[config.mk]
export PLATFORM = sky130hd
export DESIGN_NAME = fu_writeback_scheduler
export DESIGN_NICKNAME = d
export VERILOG_FILES = /design/src/rtl/fu_writeback_scheduler_pkg.sv /design/src/rtl/fu_age_arbiter.sv /design/src/rtl/fu_writeback_scheduler.sv
export SDC_FILE = /design/constraint.sdc
export NUM_CORES = 1
export LEC_CHECK = 0
export ABC_AREA = 1
export BUFFER_PORTS_ARGS = -buffer_cell sky130_fd_sc_hd__buf_2
export CORE_MARGIN = 2
export CORE_UTILIZATION = 40
export DETAILED_ROUTE_END_ITERATION = 16
export PLACE_DENSITY_LB_ADDON = 0.05
export SYNTH_ARGS = -nofsm -noshare
export SYNTH_HDL_FRONTEND = slang
export SYNTH_SLANG_ARGS = --single-unit
[constraint.sdc]
create_clock -name clk -period 7.7 [get_ports clk]
set_input_delay 1.925 -clock clk [delete_from_list [all_inputs] [get_ports clk]]
set_output_delay 1.925 -clock clk [all_outputs]
set_load 0.02 [all_outputs]
[src/rtl/fu_writeback_scheduler_pkg.sv]
// Shared definitions for the EXE-stage multicycle writeback scheduler.
//   NUM_FU       number of multicycle functional units (bit i = unit i)
//   MAX_WAIT     denied cycles after which a finished unit jumps the queue
//   WAIT_W       width of the per-unit wait counter
//   fu_id_t      unit index names
//   sb_entry_t   one scoreboard entry: {valid, done, rd, fp}
//   ST_*         entry states, encoded as {valid, done}
//   src_match    does an ID source operand hit a scoreboard entry
package fu_writeback_scheduler_pkg;

  localparam int NUM_FU   = 7;
  localparam int MAX_WAIT = 4;
  localparam int WAIT_W   = 3;

  typedef enum logic [2:0] {
    FU_MUL   = 3'd0,
    FU_DIV   = 3'd1,
    FU_FADD  = 3'd2,
    FU_FMUL  = 3'd3,
    FU_FDIV  = 3'd4,
    FU_FSQRT = 3'd5,
    FU_R4    = 3'd6
  } fu_id_t;

  typedef struct packed {
    logic       valid;
    logic       done;
    logic [4:0] rd;
    logic       fp;
  } sb_entry_t;

  localparam logic [1:0] ST_IDLE      = 2'b00;
  localparam logic [1:0] ST_PENDING   = 2'b10;
  localparam logic [1:0] ST_DONE_WAIT = 2'b11;

  // Integer x0 is hard-wired zero and never creates a dependency; FP f0 does.
  function automatic logic src_match(sb_entry_t e, logic [4:0] rs, logic rs_fp);
    return e.valid && (e.rd == rs) && (e.fp == rs_fp) && (rs_fp || (rs != 5'd0));
  endfunction

endpackage

[src/rtl/fu_age_arbiter.sv]
// Single-grant arbiter for the EXE->MEM result path.
//   cand       units that are finished and hold a pending result
//   wait_cnt   consecutive denied cycles per unit (saturating)
//   advance    EXE/MEM register enabled; no grant without it
//   grant      one-hot winner, zero when nothing can move
//   grant_idx  binary index of grant, zero when grant is zero
// Starved candidates (wait_cnt >= MAX_WAIT) form a higher-priority pool;
// within a pool the lowest index wins.
module fu_age_arbiter
  import fu_writeback_scheduler_pkg::*;
#(
  parameter int N  = NUM_FU,
  parameter int MW = MAX_WAIT,
  parameter int WW = WAIT_W
) (
  input  logic [N-1:0]         cand,
  input  logic [N-1:0][WW-1:0] wait_cnt,
  input  logic                 advance,
  output logic [N-1:0]         grant,
  output logic [2:0]           grant_idx
);

  logic [N-1:0] promoted;
  logic [N-1:0] pool;
  logic         found;

  // NOTE: every always_comb output gets a default first so no path leaves it
  // unassigned; otherwise synthesis infers a latch.
  always_comb begin
    promoted  = '0;
    grant     = '0;
    grant_idx = '0;
    found     = 1'b0;
    for (int i = 0; i < N; i++) begin
      promoted[i] = cand[i] && (wait_cnt[i] >= WW'(MW));
    end
    pool = (|promoted) ? promoted : cand;
    if (advance) begin
      for (int i = 0; i < N; i++) begin
        if (pool[i] && !found) begin
          grant[i]  = 1'b1;
          grant_idx = 3'(i);
          found     = 1'b1;
        end
      end
    end
  end

endmodule

[src/rtl/fu_writeback_scheduler.sv]
// Writeback scheduler for the EXE-stage multicycle units.
//   clk, reset          clock, asynchronous active-high reset
//   issue_*             ID->EXE issue of a multicycle op (one-hot target unit)
//   rs*_id, rs*_fp_id   ID source operands for the RAW-busy check
//   fu_done             per-unit result-ready levels, held until granted
//   advance             EXE/MEM register enable
//   grant, grant_idx    unit whose result moves to MEM this cycle
//   result_valid        a result moves this cycle
//   fu_hold             finished units that must keep their result
//   fu_pending          scoreboard valid bits
//   issue_stall         issue target unit is still occupied
//   rd_busy             an ID source hits a pending destination
//   protocol_err        sticky: done without pending op, or non-one-hot issue
module fu_writeback_scheduler
  import fu_writeback_scheduler_pkg::*;
(
  input  logic              clk,
  input  logic              reset,
  input  logic              issue_valid,
  input  logic [NUM_FU-1:0] issue_fu,
  input  logic [4:0]        issue_rd,
  input  logic              issue_fp,
  input  logic [4:0]        rs1_id,
  input  logic [4:0]        rs2_id,
  input  logic [4:0]        rs3_id,
  input  logic              rs1_fp_id,
  input  logic              rs2_fp_id,
  input  logic              rs3_fp_id,
  input  logic [NUM_FU-1:0] fu_done,
  input  logic              advance,
  output logic [NUM_FU-1:0] grant,
  output logic [2:0]        grant_idx,
  output logic              result_valid,
  output logic [NUM_FU-1:0] fu_hold,
  output logic [NUM_FU-1:0] fu_pending,
  output logic              issue_stall,
  output logic              rd_busy,
  output logic              protocol_err
);

  sb_entry_t                     entry_q [NUM_FU];
  sb_entry_t                     entry_d [NUM_FU];
  logic [NUM_FU-1:0][WAIT_W-1:0] wait_q, wait_d;
  logic                          protocol_err_q, protocol_err_d;
  logic [NUM_FU-1:0]             candidates;
  logic                          issue_onehot;
  logic                          issue_accept;

  always_comb begin
    fu_pending = '0;
    for (int i = 0; i < NUM_FU; i++) begin
      fu_pending[i] = entry_q[i].valid;
    end
  end

  assign candidates = fu_done & fu_pending;

  fu_age_arbiter #(
    .N  (NUM_FU),
    .MW (MAX_WAIT),
    .WW (WAIT_W)
  ) u_arb (
    .cand      (candidates),
    .wait_cnt  (wait_q),
    .advance   (advance),
    .grant     (grant),
    .grant_idx (grant_idx)
  );

  assign result_valid = |grant;
  assign fu_hold      = fu_done & ~grant;
  assign issue_onehot = $onehot(issue_fu);
  // A unit retiring this cycle frees its slot for a same-cycle issue.
  assign issue_stall  = issue_valid & |(issue_fu & fu_pending & ~grant);
  assign issue_accept = issue_valid & issue_onehot & ~issue_stall;
  assign protocol_err = protocol_err_q;

  // Entries being granted still count: the forwarding path only covers
  // them from the next cycle on.
  always_comb begin
    rd_busy = 1'b0;
    for (int i = 0; i < NUM_FU; i++) begin
      rd_busy = rd_busy
              | src_match(entry_q[i], rs1_id, rs1_fp_id)
              | src_match(entry_q[i], rs2_id, rs2_fp_id)
              | src_match(entry_q[i], rs3_id, rs3_fp_id);
    end
  end

  always_comb begin
    for (int i = 0; i < NUM_FU; i++) begin
      entry_d[i] = entry_q[i];
      case ({entry_q[i].valid, entry_q[i].done})
        ST_PENDING: begin
          if (grant[i])                   entry_d[i] = '0;
          else if (advance && fu_done[i]) entry_d[i].done = 1'b1;
        end
        ST_DONE_WAIT: begin
          if (grant[i]) entry_d[i] = '0;
        end
        default: entry_d[i] = '0;
      endcase
      // A same-cycle issue refills the slot, overriding the retirement.
      if (issue_accept && issue_fu[i]) begin
        entry_d[i] = '{valid: 1'b1, done: 1'b0, rd: issue_rd, fp: issue_fp};
      end

      if (candidates[i] && !grant[i]) begin
        wait_d[i] = (wait_q[i] >= WAIT_W'(MAX_WAIT)) ? WAIT_W'(MAX_WAIT)
                                                     : wait_q[i] + 1'b1;
      end else begin
        wait_d[i] = '0;
      end
    end

    protocol_err_d = protocol_err_q
                   | (issue_valid & ~issue_onehot)
                   | (|(fu_done & ~fu_pending));
  end

  // NOTE: sequential state uses non-blocking assignments so every flop
  // samples the pre-edge values regardless of statement order.
  always_ff @(posedge clk or posedge reset) begin
    if (reset) begin
      // NOTE: the scoreboard array is reset on purpose; a stale valid bit
      // after reset would stall issue and raise false RAW hazards.
      for (int i = 0; i < NUM_FU; i++) begin
        entry_q[i] <= '0;
      end
      wait_q         <= '0;
      protocol_err_q <= 1'b0;
    end else begin
      for (int i = 0; i < NUM_FU; i++) begin
        entry_q[i] <= entry_d[i];
      end
      wait_q         <= wait_d;
      protocol_err_q <= protocol_err_d;
    end
  end

endmodule

# Word-level counts from Yosys, hierarchy flattened
# Cells that the tools add are included.
totals:
  input_bits: 42
  output_inout_bits: 28
  register_bits: 78
  elab_cells: 393
classes:
  n_eq_ne: 78
  n_mux: 90
  bitwise: 35
  n_addsub: 13
  reduce_logical: 134
  magnitude_cmp: 7
op_table:
  columns: ["op", "n"]
  rows:
  - ["8-bit two-way mux", 14]
  - ["8-bit one-hot mux with 2 select lines", 7]
  - ["5-bit == test", 21]
  - ["1-bit logical AND", 97]
  - ["3-bit two-way mux", 18]
  - ["6-bit two-way mux", 7]
  - ["3-bit != test (second input constant)", 14]
  - ["1-bit two-way mux", 40]
  - ["7-bit bitwise AND", 5]
  - ["2-bit == test (second input constant)", 14]
  - ["4-bit != test (second input constant)", 7]
  - ["2-bit AND reduction", 14]
  - ["7-bit OR reduction", 4]
  - ["1-bit OR", 22]
  - ["3-bit by 1-bit adder with 3-bit output (second input constant)", 7]
  - ["1-bit == test", 21]
  - ["3-bit greater-or-equal comparator (second input constant)", 7]
  - ["5-bit nonzero test", 3]
  - ["7-bit two-way mux", 2]
  - ["7-bit inverter", 2]
  - ["1-bit logical NOT", 13]
  - ["1-bit by 1-bit adder with 2-bit output", 3]
  - ["1-bit bitwise AND", 4]
  - ["2-bit two-way mux", 2]
  - ["6 further kinds", 9]

# Longest topological paths before layout
# Gate-level depths: netlist of the first run.
logic_depth:
  word_depth: 39
  ltp_mapped: 16
  mapped_depth_nobuf: 14

# Modules after synthesis
# From an unflattened synthesis of the first run, not the netlist that was laid out.
hier_totals:
  cells_unflattened: 907
  hier_area_um2: 5791.8
by_module_without_submodules:
  columns: ["module", "area_each_um2", "cells_per_inst", "seq_area_each_um2", "n_inst"]
  rows:
  - ["fu_writeback_scheduler", 5435.2, 846, 1776.7, 1]
  - ["fu_age_arbiter", 356.6, 61, 0.0, 1]

# Worst setup path before layout of the first run
# Ideal clock, no wire load.
synth_timing:
  path_type: "in2out"
  from: "in fu_done[6]"
  to: "out issue_stall"
  setup_slack_ns: 2.469
  required_ns: 5.775
  arrival_time_ns: 3.306
  path_stages: 13
  path_buffers: 0
  cell_sequence: "nand2_1 > nor2_1 > nor2_2 > nand3_1 > nand2_2 > nor2_4 > nand3_2 > nor2_2 > nand2_1 > nor2_4 > nor2_2 > o21ai_0 > inv_1"
synth_via:
  elab_cells_between_ends: 39
  classes_between: "20 x mux; 4 x bitwise; 15 x reduce/logical"
synth_lines:
  columns: ["element", "line", "rtl"]
  rows:
  - ["start, declared", "fu_writeback_scheduler.sv:29", "input logic [NUM_FU-1:0] fu_done,"]
  - ["7-bit bitwise AND *", "fu_writeback_scheduler.sv:56", "assign candidates = fu_done & fu_pending;"]
  - ["1-bit logical AND *", "fu_age_arbiter.sv:35", "promoted[i] = cand[i] && (wait_cnt[i] >= WW'(MW));"]
  - ["7-bit OR reduction *", "fu_age_arbiter.sv:37", "pool = (|promoted) ? promoted : cand;"]
  - ["7-bit two-way mux *", "fu_age_arbiter.sv:37", null]
  - ["1-bit two-way mux", "fu_age_arbiter.sv:40", "if (pool[i] && !found) begin"]
  - ["1-bit two-way mux", "fu_age_arbiter.sv:38", "if (advance) begin"]
  - ["1-bit logical NOT", "fu_age_arbiter.sv:40", null]
  - ["1-bit logical AND", "fu_age_arbiter.sv:40", null]
  - ["(+15 left out)", null, null]
  - ["1-bit logical AND *", "fu_age_arbiter.sv:40", null]
  - ["1-bit two-way mux *", "fu_age_arbiter.sv:40", null]
  - ["7-bit two-way mux *", "fu_age_arbiter.sv:38", null]
  - ["named net grant[5]", "fu_writeback_scheduler.sv:31", "output logic [NUM_FU-1:0] grant,"]
  - ["7-bit inverter *", "fu_writeback_scheduler.sv:74", "assign issue_stall = issue_valid & |(issue_fu & fu_pending & ~grant);"]
  - ["7-bit bitwise AND *", "fu_writeback_scheduler.sv:74", null]
  - ["7-bit OR reduction *", "fu_writeback_scheduler.sv:74", null]
  - ["1-bit bitwise AND *", "fu_writeback_scheduler.sv:74", null]
  - ["end, declared", "fu_writeback_scheduler.sv:36", "output logic issue_stall,"]
# Mark *: on every way through the listed nets, which the timed path passes. The rest lies on a longest branch. The select of a mux whose other input is x is not followed.

# Worst setup path in the final report of the first run
layout_timing:
  from: "in fu_done[2]"
  to: "out issue_stall"
layout_via:
  elab_chain_cells: 34
  elab_cells_between_ends: 39
  classes_between: "20 x mux; 4 x bitwise; 15 x reduce/logical"
layout_lines:
  columns: ["element", "line"]
  rows:
  - ["7-bit bitwise AND *", "fu_writeback_scheduler.sv:56"]
  - ["1-bit logical AND", "fu_age_arbiter.sv:35"]
  - ["7-bit OR reduction", "fu_age_arbiter.sv:37"]
  - ["7-bit two-way mux *", "fu_age_arbiter.sv:37"]
  - ["1-bit two-way mux", "fu_age_arbiter.sv:40"]
  - ["1-bit two-way mux", "fu_age_arbiter.sv:38"]
  - ["1-bit logical NOT", "fu_age_arbiter.sv:40"]
  - ["1-bit logical AND", "fu_age_arbiter.sv:40"]
  - ["(+18 left out)", null]
  - ["1-bit logical NOT", "fu_age_arbiter.sv:40"]
  - ["1-bit logical AND", "fu_age_arbiter.sv:40"]
  - ["1-bit two-way mux", "fu_age_arbiter.sv:40"]
  - ["7-bit two-way mux *", "fu_age_arbiter.sv:38"]
  - ["7-bit inverter *", "fu_writeback_scheduler.sv:74"]
  - ["7-bit bitwise AND *", "fu_writeback_scheduler.sv:74"]
  - ["7-bit OR reduction *", "fu_writeback_scheduler.sv:74"]
  - ["1-bit bitwise AND *", "fu_writeback_scheduler.sv:74"]
# Mark *: on every way between the ends. The rest lies on a longest branch, timed or not. The select of a mux whose other input is x is not followed.

==> results_dict.tcl, run 1 <==
set metrics [dict create \
    htree_levels 3 \
    rr_endpoint "entry_q[52]" \
    drv_slew 0 \
    synth-edff-count 0 \
    holdWs_ns 0.469 \
    clk_pin_slew_ns 0.06 \
    cpMostUsedCell "nand3_1" \
    cts_resized 0 \
    first_global_vias 5196 \
    synthArstFlopShare 1.00 \
    synthAdderAreaFrac 0.0487 \
    cts_tree "done" \
    cts_buffer_depth 2 \
    power.density_mw_per_mm2 233 \
    max_stage_delay_ns 0.22 \
    die_h_um 118 \
    drive_gt1_frac 0.132 \
    synth_common_cells "nand2_1, inv_1, dfrtp_1, nand4_1, o22ai_1" \
    cts_root_buf "clkbuf_16" \
    synth_top_area_cell "dfrtp_1" \
    crit_buf_inv 3 \
    critical_path.top_delay_family "simple AND/OR/NAND/NOR gates" \
    start_kind "input pin" \
    synth.area.top_cells "dfrtp_1, nand2_1, inv_1, nand4_1, o22ai_1" \
    synth.most_common_cell "nand2_1" \
    crit_chain "buf_2, nand3_1, nand2_1, nor2_2, nand3_1, nand2_1, nand3_1, nand2_1, nand3_1, nor2_1, nand3_2, o21ai_0, inv_1, buf_2" \
    finalCritPeriodShare 0.740 \
    yosysSeqAreaShare 0.339 \
    worst_ep_required_time_ns 5.78 \
    reg2reg_from "fu_pending[0]" \
    synth.top_cell.area_share 0.339 \
    io_buffers 69 \
    seq_area_mm2 0.00178 \
    synth.avg_cell_area_um2 7.16 \
    cap_violations 0 \
    grt_pass1_wl_um 30000 \
    rsz0062_at_grt "false" \
    cp-startpoint "fu_done[2]" \
    die_w_um 118 \
    io_pins 70 \
    tightest_slew_ns 1.05 \
    min_path_cells 1 \
    timing.setup.tns_ns 0 \
    wl_um 19200 \
    multi_input_area_mm2 0.00288 \
    skew_ns 0.00852 \
    fin_crit_ns 5.70 \
    hold_buffers 0 \
    syn-cell-area_mm2 0.00524 \
    wl_per_cell_um 20.1 \
    vdd_drop_max_mv 0.241 \
    synth-compound-area-share 0.156 \
    reg2regPathDepth 14 \
    syn-num-nets 791 \
    worstPathMaxFanout 6 \
    cp_slowest_cell "nor2_2" \
    min_to "wait_q[18]" \
    setup_viol 0 \
    antenna_left 0 \
    antenna_cells 0 \
    cts_made_buffers 9 \
    path_class "in -> out" \
    synth_top_family_by_area "simple AND/OR/NAND/NOR gates" \
    clock_sinks 71 \
    cp.arrival_ns 3.77 \
    dp_cells 937 \
    outcome "complete, no violations" \
    p_leak_nw 2.96 \
    core.rowCount 41 \
    grt_usage 0.278 \
    clk_latency_ns 0.34 \
    synth_xor_area_frac 0.0401 \
    coreArea_mm2 0.0127 \
    num_vias 5512 \
    cts_setup_buffers 0 \
    synth_cell_types 42 \
    first_iter_violations 734 \
    synthMuxAreaShare 0 \
    final_core_util 0.466 \
    initial_core_util 0.412 \
    dpl.hpwl_um 14200 \
    via_per_inst 5.78 \
    reg2reg_slack_ns 4.52 \
    hold_violations 0 \
    synthSimpleGateAreaFrac 0.304 \
    grt_overflow 0 \
    fmax_mhz 175 \
    dr.pass1.iters 5 \
    worst_hold_path_type "reg -> reg" \
    yosysWarnings 0 \
    synth-seq-cells 71 \
    drc 0 \
    totalPowerFinal_mw 1.38 \
    grt_max_degree 72 \
    final_nets 836 \
    hp-start "wait_q[18]" \
    syn_inst 731 \
    fin_cells 953 \
    syn_to_final_growth_pct 13.2 \
    endpoint_kind "output pin" \
    antenna_found_initial 0 \
    die_area_mm2 0.0140 \
    synth_top_flop_cell "dfrtp_1" \
    gp_congestion 0.996 \
    fillers 1374 \
    relSlewSlack 0.298 \
]
==> placed cells by master (no fill, tap or decap), types with 2 or more instances in the layout <==
master     instances
nor3_1            13
nor2_1            40
nand4_1           45
fa_1               4
clkbuf_16          9
nor3b_1            6
o211ai_1           5
inv_1             99
a2111oi_0          4
o2111ai_1          6
a21oi_1           22
nor4_1            13
buf_4              2
clkinv_1           3
nand3_1           35
xnor2_1           17
nand3b_1           2
buf_2             69
nor2_2             5
a221oi_1          10
xor2_1             7
nand3_2            2
o21ai_1            2
dfrtp_1           71
ha_1              14
o21ai_0           21
o221ai_1           4
inv_6              2
a31oi_1            7
nor2_4             3
o22ai_1           42
nand2_1          181
inv_2              4
==> kinds of logic (layout without fill, tap and decap cells) <==
family / Yosys count / count (layout)
compound gates: 127 / 127
xor+xnor: 24 / 24
fa+ha+maj: 18 / 18
buf+inv: 143 / 193
flops: 71 / 71
simple gates: 348 / 348
==> worst max-delay path by stage <==
stage / slack [ns] / depth (start not counted) / end
global placement: 2.06 / 15 / issue_stall
finish: 2.00 / 14 / issue_stall
CTS: 2.01 / 14 / issue_stall
floorplan: 2.47 / 13 / issue_stall
global route: 1.81 / 14 / issue_stall
detailed placement: 2.02 / 14 / issue_stall
==> per-stage QoR <==
step / area [um2] / setup WS, ns
3_3_place_gp: 5630 / 2.06
2_1_floorplan: 5240 / 2.47
5_1_grt: 5930 / 1.81
4_1_cts: 5930 / 2.01
3_5_place_dp: 5630 / 2.02
6_report: 5930 / 2.00
==> flip-flops by register name, summed over array words and instances (netlist names) <==
| name | flops |
|---|---|
| protocol_err | 1 |
| entry_q | 42 |
| wait_q | 21 |
| fu_pending | 7 |
==> metal layers <==
metal  wire [um]  track usage
met5           0            0
met4         548       0.0997
met2        8250        0.402
met3        1520       0.0618
met1        8850        0.405
==> power by group <==
part	internal, mW	leakage [nW]	switching, mW
clock	0.253	0.143	0.167
sequential	0.407	0.975	0.0709
combinational	0.137	1.84	0.347
==> area by class of cell <==
cell class	count	share of cell area
multi-input combinational	517	0.486
clock buffer	10	0.0386
inverter	106	0.0671
sequential	71	0.300
timing repair buffer	71	0.0608
tap	172	0.0363
clock inverter	6	0.0116
No activity file was read; power rests on OpenSTA's default activity.
==> run 2: changes to the inputs <==
==> constraint.sdc (replaced) <==
create_clock -name clk -period 5 [get_ports clk]
set_input_delay 1.25 -clock clk [delete_from_list [all_inputs] [get_ports clk]]
set_output_delay 1.25 -clock clk [all_outputs]
set_load 0.02 [all_outputs]
==> run 2 against run 1 <==
Sequential cell count unchanged. First-iteration DRC count down 8.0%. Die area is the same. Total power increased by 54%. Largest cell class unchanged.
==> results_dict.tcl, run 2 (synthesis results as in run 1) <==
set metrics [dict create \
    die_area_mm2 0.0140 \
    reg2regPathDepth 13 \
    max_stage_delay_ns 0.57 \
    tightest_slew_ns 1.06 \
    relSlewSlack 0.295 \
    worstPathMaxFanout 10 \
    wl_um 19200 \
    drc 0 \
    drive_gt1_frac 0.133 \
    initial_core_util 0.412 \
    cts_resized 0 \
    num_vias 5586 \
    cp.arrival_ns 3.28 \
    grt_max_degree 50 \
    cts_tree "done" \
    path_depth 12 \
    hold_violations 0 \
    antenna_found_initial 0 \
    totalPowerFinal_mw 2.13 \
    cap_violations 0 \
    cts_buffer_depth 2 \
    cts_setup_buffers 0 \
    timing.setup.tns_ns 0 \
    fin_crit_ns 4.53 \
    die_w_um 118 \
    drv_slew 0 \
    regMostFlops "entry_q" \
    antenna_left 0 \
    switching_power_mw 0.902 \
    reg2reg_from "fu_pending[0]" \
    critical_path.top_delay_family "simple AND/OR/NAND/NOR gates" \
    dr.pass1.iters 5 \
    io_buffers 69 \
    skew_ns 0.0104 \
    dpl-instance-area_mm2 0.00564 \
    layout_common_cells "nand2_1, inv_1, dfrtp_1" \
    die_h_um 118 \
    path_class "in -> out" \
    clock_sinks 71 \
    worst_hold_path_type "reg -> reg" \
    grt_pass1_wl_um 29900 \
    hold_buffers 0 \
    gp_congestion 1.00 \
    syn_to_final_growth_pct 13.3 \
    internal_power_mw 1.23 \
    reg2reg_slack_ns 1.79 \
    cts_made_buffers 9 \
    setup_viol 0 \
    htree_levels 3 \
    cpMostUsedCell "nand2_1" \
    clkPwrFrac 0.302 \
    hp-start "wait_q[0]" \
    min_path_cells 1 \
    largest_register_ffs 42 \
    rsz0062_at_grt "false" \
    crit_buf_inv 4 \
    wl_per_cell_um 20.2 \
    grt_overflow 0 \
    vdd_drop_max_mv 0.306 \
    clk_latency_ns 0.34 \
    finalCritPeriodShare 0.905 \
    start_kind "input pin" \
    worst_ep_required_time_ns 3.75 \
    outcome "complete, no violations" \
    endpoint_kind "output pin" \
    power.density_mw_per_mm2 360 \
    first_iter_violations 675 \
    coreArea_mm2 0.0127 \
    antenna_cells 0 \
    pwr-share-comb 0.359 \
    clk_pin_slew_ns 0.06 \
    cts_root_buf "clkbuf_16" \
    first_global_vias 5258 \
    rr_endpoint "entry_q[49]" \
    grt_usage 0.277 \
    io_pins 70 \
    final_common_cell "nand2_1" \
    dpl.hpwl_um 14100 \
    fmax_mhz 221 \
    crit_chain "buf_2, clkinv_1, a21oi_1, nand3_1, nor4_1, a31oi_1, nand3_1, nand2_1, nand2_1, inv_1, nand2_1, buf_2" \
    cp_slowest_cell "nor4_1" \
    design_area_mm2 0.00593 \
    p_leak_nw 2.97 \
    swShare 0.423 \
    core.rowCount 41 \
    min_to "wait_q[0]" \
    final_nets 837 \
    via_per_inst 5.86 \
    pwr-share-seq 0.339 \
]
[run 2: cell count changes in the layout (fill, tap and decap cells not counted), sizes merged]
cell,change
buf,+1
clkinv,+1
inv,-1
[run 2: cell type report]
class	count	area (um2)
clock inverter	6	68.8
clock buffer	10	229
fill	1359	6790
multi-input combinational	517	2880
inverter	106	398
sequential	71	1780
timing repair buffer	72	368
tap	172	215
[run 2: worst max-delay path by stage]
stage / start / endpoint / slack [ns]
2_1_floorplan: issue_fu[0] / entry_q[33] / 0.82
3_3_place_gp: fu_done[1] / issue_stall / 0.62
3_5_place_dp: fu_done[2] / issue_stall / 0.58
4_1_cts: fu_done[2] / issue_stall / 0.57
5_1_grt: fu_done[2] / issue_stall / 0.24
6_report: rs3_fp_id / rd_busy / 0.47
[run 2: power by group through the flow]
stage,registers [mW],logic [mW],clock network [mW]
after floorplan,0.695,0.583,0
after global placement,0.731,0.753,0
after detailed placement,0.733,0.762,0
after CTS,0.723,0.763,0.654
after global routing,0.731,0.844,0.683
final,0.723,0.767,0.644
[run 2: per-stage QoR]
step	hold slack [ns]	std cells	utilization	setup WS [ns]
final	0.463	954	0.466	0.473
after global routing	0.488	954	0.466	0.241
after CTS	0.466	954	0.466	0.569
after detailed placement	0.458	938	0.443	0.583
after global placement	0.449	938	0.443	0.624
after floorplan	0.436	731	-	0.817
[run 2: worst register-to-register path: cells and delay by family, from the launching register on]
| kind | cells | cell delay [ns] |
|---|---|---|
| DFF | 1 | 0.51 |
| and+or+nand+nor | 13 | 2.63 |
[run 2: per-layer routing]
layer / wire (um) / track usage / vias to the layer above
met5: 0 / 0 / -
met4: 603 / 0.0997 / 0
met3: 1670 / 0.0656 / 56
met2: 8400 / 0.403 / 301
met1: 8570 / 0.398 / 2644
li1: - / - / 2585
==> run 3: changes to the inputs <==
--- a/config.mk
+++ b/config.mk
@@ -9,8 +9,10 @@
 export BUFFER_PORTS_ARGS = -buffer_cell sky130_fd_sc_hd__buf_2
 export CORE_MARGIN = 2
 export CORE_UTILIZATION = 40
+export CTS_CLUSTER_DIAMETER = 40
 export DETAILED_ROUTE_END_ITERATION = 16
 export PLACE_DENSITY_LB_ADDON = 0.05
+export REMOVE_ABC_BUFFERS = 1
 export SYNTH_ARGS = -nofsm -noshare
 export SYNTH_HDL_FRONTEND = slang
 export SYNTH_SLANG_ARGS = --single-unit
==> constraint.sdc (replaced) <==
create_clock -name clk -period 4.15 [get_ports clk]
set_input_delay 1.0375 -clock clk [delete_from_list [all_inputs] [get_ports clk]]
set_output_delay 1.0375 -clock clk [all_outputs]
set_load 0.02 [all_outputs]
==> run 3 against run 2 <==
Core utilization rose by 0.69 points. Total power rose by 25%. Highest routed layer unchanged. Clock power up 32%. Clock skew decreased by 0.0018 ns. Via count up 0.45%. Largest power group unchanged. Setup slack worse by 0.31 ns. Combinational power increased by 24%.
==> results_dict.tcl, run 3 (synthesis results as in run 1) <==
set metrics [dict create \
    worstPathMaxFanout 11 \
    core.rowCount 41 \
    gp_congestion 1.01 \
    largest_register_ffs 42 \
    internal_power_mw 1.59 \
    finalCritPeriodShare 0.960 \
    die_area_mm2 0.0140 \
    hold_violations 0 \
    layout_common_cells "nand2_1, inv_1, dfrtp_1" \
    endpoint_kind "output pin" \
    wl_per_cell_um 20.6 \
    tightest_slew_ns 0.943 \
    drive_gt1_frac 0.138 \
    setup_viol 0 \
    antenna_found_initial 1 \
    multi_input_area_mm2 0.00288 \
    clk_latency_ns 0.35 \
    grt_max_degree 72 \
    grt_usage 0.286 \
    dp_cells 944 \
    clock_sinks 71 \
    initial_core_util 0.412 \
    grt_pass1_wl_um 30600 \
    via_per_inst 5.84 \
    final_common_cell "nand2_1" \
    fin_crit_ns 3.98 \
    pwr-share-seq 0.325 \
    coreArea_mm2 0.0127 \
    cts_made_buffers 9 \
    cp.arrival_ns 2.95 \
    path_class "in -> out" \
    swShare 0.405 \
    outcome "complete, no violations" \
    clkPwrFrac 0.319 \
    final_nets 843 \
    grt_overflow 0 \
    cts_buffer_depth 2 \
    first_global_vias 5196 \
    drv_slew 0 \
    switching_power_mw 1.08 \
    dr.pass1.iters 5 \
    worst_ep_required_time_ns 3.11 \
    die_w_um 118 \
    worst_hold_path_type "reg -> reg" \
    start_kind "input pin" \
    min_path_cells 1 \
    pwr-share-comb 0.356 \
    power.density_mw_per_mm2 443 \
    vdd_drop_max_mv 0.306 \
    num_vias 5611 \
    cap_violations 0 \
    fmax_mhz 251 \
    seq_area_mm2 0.00178 \
    drc 0 \
    cts_tree "done" \
    io_pins 70 \
    fin_cells 961 \
    cts_root_buf "clkbuf_16" \
    final_core_util 0.473 \
    cts_setup_buffers 0 \
    relSlewSlack 0.371 \
    regMostFlops "entry_q" \
    reg2regPathDepth 15 \
    antenna_left 0 \
    syn_to_final_growth_pct 15.0 \
    die_h_um 118 \
    hold_buffers 0 \
    clk_pin_slew_ns 0.06 \
    rsz0062_at_grt "false" \
    dpl.hpwl_um 14400 \
    first_iter_violations 563 \
    fillers 1362 \
    htree_levels 3 \
    cts_resized 0 \
    wl_um 19800 \
    skew_ns 0.00863 \
    p_leak_nw 3.01 \
    io_buffers 69 \
]
run 3: worst max-delay path, stage by stage:
cell and delay (ns):
buf_2 0.15, inv_1 0.39, o22ai_1 0.15, nor4_1 0.58, a31oi_1 0.14, nand3_1 0.13
nand2_1 0.05, nand2_1 0.05, inv_1 0.04, nand2_1 0.06, buf_2 0.16
run 3: cell type report:
type / instances / area share
Inverter: 106 / 0.0661
Clock buffer: 13 / 0.0432
Tap cell: 172 / 0.0357
Multi-Input combinational cell: 517 / 0.478
Antenna cell: 1 / 0.000416
Sequential cell: 71 / 0.295
Clock inverter: 3 / 0.0108
Timing Repair Buffer: 78 / 0.0706
run 3: path summary, 6_finish.rpt:
| path | slack (ns) | endpoint | from |
|---|---|---|---|
| worst max-delay path | 0.17 | rd_busy | rs2_fp_id |
| worst min-delay path | 0.46 | wait_q[18] | wait_q[18] |
| worst max register to register | 1.39 | entry_q[5] | fu_pending[3] |
| worst min register to register | 0.46 | wait_q[18] | wait_q[18] |
| max in group asynchronous | 2.56 | wait_q[0] | reset |
| min in group asynchronous | 0.98 | wait_q[13] | reset |
run 3: through the flow:
| stage | total power [mW] | TNS (ns) | area [um2] | hold WS [ns] | worst slack [ns] |
|---|---|---|---|---|---|
| 3_5_place_dp | 1.82 | 0 | 5690 | 0.459 | 0.223 |
| 4_1_cts | 2.68 | 0 | 6020 | 0.468 | 0.250 |
| 2_1_floorplan | 1.43 | -33.18 | 5050 | 0.436 | -0.681 |
| 6_report | 2.67 | 0 | 6020 | 0.461 | 0.166 |
| 5_1_grt | 2.83 | 0 | 6020 | 0.491 | 0.0284 |
| 3_3_place_gp | 1.81 | 0 | 5690 | 0.447 | 0.269 |
run 3: power by group through the flow:
stage	logic, mW	clock network (mW)	registers, mW
2_1_floorplan	0.553	0	0.875
3_3_place_gp	0.927	0	0.879
3_5_place_dp	0.942	0	0.881
4_1_cts	0.944	0.867	0.868
5_1_grt	1.05	0.900	0.879
6_report	0.952	0.851	0.868
run 3: layer usage:
layer | track usage | vias to the layer above | wire [um]
met5 | 0 | - | 0
met2 | 0.409 | 278 | 8490
met1 | 0.408 | 2681 | 8690
li1 | - | 2595 | -
met4 | 0.136 | 0 | 815
met3 | 0.0642 | 57 | 1750
